--- src/rtl/index_pulse_meter_if.sv ---
// Bundle of the INDEX pin, the motor enable and the qualified index/period results.
// slave is the meter side and master is the consumer/driver side.
interface index_pulse_meter_if #(
  parameter int PERIOD_W = 25
);
  logic                index_in;
  logic                enable;
  logic                index_level;
  logic                index_pulse;
  logic [PERIOD_W-1:0] period;
  logic                period_valid;
  logic                spinning;
  logic                timeout;

  modport master (
    output index_in, enable,
    input  index_level, index_pulse, period, period_valid, spinning, timeout
  );

  modport slave (
    input  index_in, enable,
    output index_level, index_pulse, period, period_valid, spinning, timeout
  );
endinterface

--- src/rtl/index_pulse_meter.sv ---
// Turns the raw INDEX pin into a debounced level plus a one-cycle strobe per revolution.
// It also measures the revolution period and flags a stopped or absent disk after a silent timeout.
module index_pulse_meter #(
  parameter int SYNC_STAGES    = 2,
  parameter int MIN_PULSE      = 8,
  parameter int PERIOD_W       = 25,
  parameter int TIMEOUT_CYCLES = 16000000,
  parameter int ACTIVE_LOW     = 0
) (
  input logic                 clk,
  input logic                 rst,
  index_pulse_meter_if.slave  bus
);

  localparam int FW = (MIN_PULSE > 1) ? $clog2(MIN_PULSE) : 1;
  localparam logic PIN_IDLE = (ACTIVE_LOW != 0);

  typedef enum logic [1:0] {
    WAIT_FIRST = 2'd0,
    MEASURE    = 2'd1,
    STOPPED    = 2'd2
  } state_t;

  logic [SYNC_STAGES-1:0] sync_q, sync_d;
  logic [FW-1:0]          filt_cnt_q, filt_cnt_d;
  logic                   level_q, level_d;
  logic                   pulse_q, pulse_d;
  logic [PERIOD_W-1:0]    cnt_q, cnt_d;
  logic [PERIOD_W-1:0]    period_q, period_d;
  logic                   period_valid_q, period_valid_d;
  logic                   spinning_q, spinning_d;
  logic                   timeout_q, timeout_d;
  state_t                 state_q, state_d;
  logic                   synced;
  logic                   cnt_expired;

  assign synced      = sync_q[SYNC_STAGES-1] ^ PIN_IDLE;
  assign cnt_expired = (cnt_q == PERIOD_W'(TIMEOUT_CYCLES));

  // Synchroniser and symmetric run-length filter on the synced pin.
  always_comb begin
    sync_d     = {sync_q[SYNC_STAGES-2:0], bus.index_in};
    filt_cnt_d = '0;
    level_d    = level_q;
    if (synced != level_q) begin
      if (filt_cnt_q == FW'(MIN_PULSE - 1)) begin
        level_d = ~level_q;
      end else begin
        filt_cnt_d = filt_cnt_q + 1'b1;
      end
    end
    pulse_d = level_d & ~level_q;
  end

  always_comb begin
    cnt_d = cnt_q;
    if (!bus.enable) begin
      cnt_d = '0;
    end else if (pulse_q) begin
      cnt_d = PERIOD_W'(1);
    end else if (!(&cnt_q)) begin
      cnt_d = cnt_q + 1'b1;
    end
  end

  // A pulse always beats an expiring counter; a dropping enable beats both.
  always_comb begin
    state_d        = state_q;
    period_d       = period_q;
    period_valid_d = 1'b0;
    spinning_d     = spinning_q;
    timeout_d      = timeout_q;
    if (!bus.enable) begin
      state_d    = WAIT_FIRST;
      spinning_d = 1'b0;
      timeout_d  = 1'b0;
    end else begin
      case (state_q)
        WAIT_FIRST: begin
          if (pulse_q) begin
            state_d = MEASURE;
          end else if (cnt_expired) begin
            state_d    = STOPPED;
            timeout_d  = 1'b1;
            spinning_d = 1'b0;
          end
        end
        MEASURE: begin
          if (pulse_q) begin
            period_d       = cnt_q;
            period_valid_d = 1'b1;
            spinning_d     = 1'b1;
          end else if (cnt_expired) begin
            state_d    = STOPPED;
            timeout_d  = 1'b1;
            spinning_d = 1'b0;
          end
        end
        STOPPED: begin
          spinning_d = 1'b0;
          if (pulse_q) begin
            state_d   = MEASURE;
            timeout_d = 1'b0;
          end
        end
        default: begin
          state_d = WAIT_FIRST;
        end
      endcase
    end
  end

  // The synchroniser resets to the idle pin level so an active-low pin does not look asserted.
  always_ff @(posedge clk) begin
    if (rst) begin
      sync_q         <= {SYNC_STAGES{PIN_IDLE}};
      filt_cnt_q     <= '0;
      level_q        <= 1'b0;
      pulse_q        <= 1'b0;
      cnt_q          <= '0;
      period_q       <= '0;
      period_valid_q <= 1'b0;
      spinning_q     <= 1'b0;
      timeout_q      <= 1'b0;
      state_q        <= WAIT_FIRST;
    end else begin
      sync_q         <= sync_d;
      filt_cnt_q     <= filt_cnt_d;
      level_q        <= level_d;
      pulse_q        <= pulse_d;
      cnt_q          <= cnt_d;
      period_q       <= period_d;
      period_valid_q <= period_valid_d;
      spinning_q     <= spinning_d;
      timeout_q      <= timeout_d;
      state_q        <= state_d;
    end
  end

  assign bus.index_level  = level_q;
  assign bus.index_pulse  = pulse_q;
  assign bus.period       = period_q;
  assign bus.period_valid = period_valid_q;
  assign bus.spinning     = spinning_q;
  assign bus.timeout      = timeout_q;

endmodule

--- src/flat_wrapper.sv ---
// flat-port wrapper written by rule: the top's interface ports become plain ports
module index_pulse_meter_flat 
#(
  parameter int SYNC_STAGES    = 2,
  parameter int MIN_PULSE      = 8,
  parameter int PERIOD_W       = 25,
  parameter int TIMEOUT_CYCLES = 16000000,
  parameter int ACTIVE_LOW     = 0
)
  (clk, rst, bus_index_in, bus_enable, bus_index_level, bus_index_pulse, bus_period, bus_period_valid, bus_spinning, bus_timeout);
  index_pulse_meter_if #(.PERIOD_W(PERIOD_W)) bus_i ();
  input logic clk;
  input logic rst;
  input wire logic [$bits(bus_i.index_in)-1:0] bus_index_in;
  input wire logic [$bits(bus_i.enable)-1:0] bus_enable;
  output wire logic [$bits(bus_i.index_level)-1:0] bus_index_level;
  output wire logic [$bits(bus_i.index_pulse)-1:0] bus_index_pulse;
  output wire logic [$bits(bus_i.period)-1:0] bus_period;
  output wire logic [$bits(bus_i.period_valid)-1:0] bus_period_valid;
  output wire logic [$bits(bus_i.spinning)-1:0] bus_spinning;
  output wire logic [$bits(bus_i.timeout)-1:0] bus_timeout;
  assign bus_i.index_in = bus_index_in;
  assign bus_i.enable = bus_enable;
  assign bus_index_level = bus_i.index_level;
  assign bus_index_pulse = bus_i.index_pulse;
  assign bus_period = bus_i.period;
  assign bus_period_valid = bus_i.period_valid;
  assign bus_spinning = bus_i.spinning;
  assign bus_timeout = bus_i.timeout;
  index_pulse_meter #(.SYNC_STAGES(SYNC_STAGES), .MIN_PULSE(MIN_PULSE), .PERIOD_W(PERIOD_W), .TIMEOUT_CYCLES(TIMEOUT_CYCLES), .ACTIVE_LOW(ACTIVE_LOW)) u_core (.clk(clk), .rst(rst), .bus(bus_i));
endmodule
--- config.mk ---
export PLATFORM = sky130hd
export DESIGN_NAME = index_pulse_meter_flat
export DESIGN_NICKNAME = d
export VERILOG_FILES = /design/src/rtl/index_pulse_meter_if.sv /design/src/rtl/index_pulse_meter.sv /design/src/flat_wrapper.sv
export SDC_FILE = /design/constraint.sdc
export NUM_CORES = 1
export LEC_CHECK = 0
export ABC_AREA = 1
export CORE_MARGIN = 2
export CORE_UTILIZATION = 38
export CTS_BUF_LIST = sky130_fd_sc_hd__clkbuf_8 sky130_fd_sc_hd__clkbuf_16
export CTS_CLUSTER_SIZE = 24
export DETAILED_ROUTE_END_ITERATION = 8
export PLACE_DENSITY = 0.69
export SETUP_SLACK_MARGIN = 0.05
export SYNTH_ARGS = -nofsm -noshare
export SYNTH_HDL_FRONTEND = slang
export SYNTH_SLANG_ARGS = --single-unit
--- constraint.sdc ---
create_clock -name clk -period 2.4 [get_ports clk]
set_input_delay 0.6 -clock clk [delete_from_list [all_inputs] [get_ports clk]]
set_output_delay 0.6 -clock clk [all_outputs]
set_load 0.05 [all_outputs]
==> impl_metrics.ini <==
[placed_design]
postPlaceCellArea_um2 = 3520
pre_cts_slack_ps = 481
dp_hpwl_um = 5580
io_buffers = 33
gp_congestion = 0.909

[floorplanning]
rows = 32
die_height_um = 93.6
die_x_um = 93.6
start_util = 0.393
die_area_um2 = 8760
core_um2 = 7770
io_pins = 34

[critical_path]
worstSetupStartpointType = flip-flop
arrival_ps = 1680
crit_buf_inv = 1
rr_startpoint = u_core.cnt_q[1]$_SDFFE_PP0P_
crit_path_end_kind = primary output
required_ps = 1800
crit_path_max_incr_delay_ps = 860
rr_worst_depth = 9
path_max_fanout = 9
endpoint = bus_index_pulse
reg2reg_slack_ps = 510
slowest_stage = clkdlybuf4s50_1
cp_top_family = buffers and inverters
startpoint = u_core.bus.index_pulse$_SDFF_PP0_
r2r_end = u_core.cnt_q[1]$_SDFFE_PP0P_
cp.depth = 1
crit_chain = clkdlybuf4s50_1
crit_type = flip-flop to primary output

[hold_path]
min_from = u_core.filt_cnt_q[0]$_SDFF_PP0_
min_path_type = flip-flop to flip-flop
min_path_cells = 1

[routing]
wl_per_cell_um = 12.8
via_per_inst = 4.88
drc = 0
ant_nets = 0
wirelength_um = 7450
vias = 2837
drtIter0Drc = 100
first_pass_iters = 5

[pwr]
switching_power_uw = 427
vdd_drop_max_v = 0.000366
switching_share = 0.233
power.internal_uw = 1400
p_comb_frac = 0.025
clockPowerShare = 0.409
seqPwrFrac = 0.566
p_per_area_nw_per_um2 = 498
p_leak_uw = 0.00145

[cells_and_area]
final_util = 0.473
final_cell_area_um2 = 3680
seqCellArea_um2 = 1240
area_growth_pct = 20.5
multiInputGateArea_um2 = 1570
fillers = 771
antenna_cells = 0
fin_nets = 487
final_layout_size_suffix_gt1_frac = 0.0835

[timing]
maxSlewHeadroom = 0.661
worst_slack_ps = 121
fmaxAchievable_ghz = 0.439
final-hold-violation-count = 0
period_minus_slack_ps = 2280
worst_pin_slew_ps = 506
fin_setup_tns_ps = 0
hold_slack_ps = 419
skew_ps = 9.65
finalSetupViolations = 0
post-route-period-util = 0.950
drv_slew = 0
rsz0062_at_grt = false

[synth]
ys_types = 35
syn_nets = 446
seq_area_frac_synth = 0.407
syn_avg_cell_area_um2 = 7.03
ys_seq_elements = 62
syn_inst = 434
synth.cell_area_um2 = 3050
yosysWarnings = 0

[cts]
ctsHoldBuffers = 0
cts_htree_levels = 3
path_clk_slew_ps = 70
numCtsBuffers = 9
root_buffer = clkbuf_8
cts_buffer_depth = 2
cts_setup_buffers = 0
ctsResizeCount = 0
clk_latency_ps = 340
cts_tree = done
clock-sinks = 62

[global_routing]
antenna_found_initial = 0
grt_pass1_wl_um = 12700
grt_usage = 0.185
grt-ovfl-total = 0
grt_pass1_vias = 2770
grt_max_degree = 29

[run_status]
status = finished, final reports clean

[flow_run]
drv_cap = 0
## synth_stat cells
| library cell | instances | share of area |
|---|---|---|
| a211oi_1 | 1 | 0.0025 |
| o21ai_1 | 1 | 0.0016 |
| nor3_1 | 4 | 0.0066 |
| buf_2 | 3 | 0.0049 |
| nand2_4 | 3 | 0.011 |
| clkbuf_1 | 8 | 0.0098 |
| o21ai_0 | 8 | 0.013 |
| dfxtp_1 | 62 | 0.41 |
| nand3b_1 | 6 | 0.015 |
| clkinv_1 | 1 | 0.0012 |
| nor2_8 | 1 | 0.0066 |
| inv_2 | 2 | 0.0025 |
| nand3_2 | 3 | 0.0098 |
| ha_1 | 8 | 0.033 |
| nor3b_2 | 1 | 0.0041 |
| a21oi_1 | 38 | 0.062 |
| buf_6 | 1 | 0.0037 |
| xnor2_1 | 4 | 0.011 |
| buf_4 | 1 | 0.0025 |
| o211ai_1 | 1 | 0.0025 |
| or2_0 | 2 | 0.0041 |
| nor3_4 | 1 | 0.0053 |
| or2_1 | 1 | 0.0021 |
| nor2_2 | 1 | 0.0021 |
| a21oi_2 | 1 | 0.0029 |
| nor3_2 | 1 | 0.0033 |
| inv_1 | 45 | 0.055 |
| nand3_1 | 44 | 0.072 |
| nand4_1 | 3 | 0.0062 |
| nand2_1 | 111 | 0.14 |
| nand2_2 | 1 | 0.0021 |
| xor2_1 | 5 | 0.014 |
| nor2_4 | 2 | 0.0074 |
| nor2_1 | 55 | 0.068 |
| a31oi_1 | 4 | 0.0082 |
## cell type report
type,count,area share
Tap cell,102,0.0347
Clock buffer,9,0.0337
Multi-Input combinational cell,311,0.426
Clock inverter,6,0.00885
Timing Repair Buffer,43,0.110
Inverter,48,0.0490
Sequential cell,62,0.338
## stage by stage
step           cells  power, uW
3_3_place_gp     566       1100
4_1_cts          581       1860
2_1_floorplan    434       1090
5_1_grt          581       1910
6_report         581       1830
3_5_place_dp     566       1110
## state kept, by name, summed over array words and instances, names as in the netlist
name,count
u_core.bus.period,25
u_core.bus.timeout,1
u_core.bus.index_pulse,1
u_core.bus.spinning,1
u_core.bus.period_valid,1
u_core.bus.index_level,1
u_core.filt_cnt_q,3
u_core.state_q,2
u_core.cnt_q,25
u_core.sync_q,2
## cells in the final DEF, fill, tap and decap left out, types with 8 or more instances in the layout
cell type        count
o21ai_0              8
clkdlybuf4s50_1     33
dfxtp_1             62
nor2_1              55
nand2_1            111
buf_4               10
inv_1               47
ha_1                 8
a21oi_1             38
clkbuf_8             9
nand3_1             44
## routing by layer
metal,wire length [um],global-route usage,up-vias
li1,-,-,1466
met1,3520,0.239,1287
met4,102,0.0592,0
met5,0,0,-
met2,3400,0.297,76
met3,431,0.0540,8
## worst min path at each step
stage                                      end
2_1_floorplan      u_core.sync_q[1]$_SDFF_PP0_
3_3_place_gp   u_core.filt_cnt_q[0]$_SDFF_PP0_
3_5_place_dp   u_core.filt_cnt_q[0]$_SDFF_PP0_
4_1_cts        u_core.filt_cnt_q[0]$_SDFF_PP0_
5_1_grt        u_core.filt_cnt_q[0]$_SDFF_PP0_
6_report       u_core.filt_cnt_q[0]$_SDFF_PP0_
## cell families (layout without fill, tap and decap cells)
family	Yosys count	in the layout	share of synthesized area
AO/OA/AOI/OAI	54	54	0.0931
XOR/XNOR	9	9	0.0258
AND/OR/NAND/NOR	240	240	0.362
adder cells (fa/ha/maj)	8	8	0.0328
flip-flops	62	62	0.407
buffers and inverters	61	106	0.0799
## power groups by stage
stage	clock network [uW]	registers, uW	logic, uW
after floorplan	0	1060	29.4
after global placement	0	1060	46.3
after detailed placement	0	1060	46.5
after CTS	774	1040	46.6
after global routing	825	1040	51.7
final	748	1040	46.6
(Power assumes the default switching activity.)
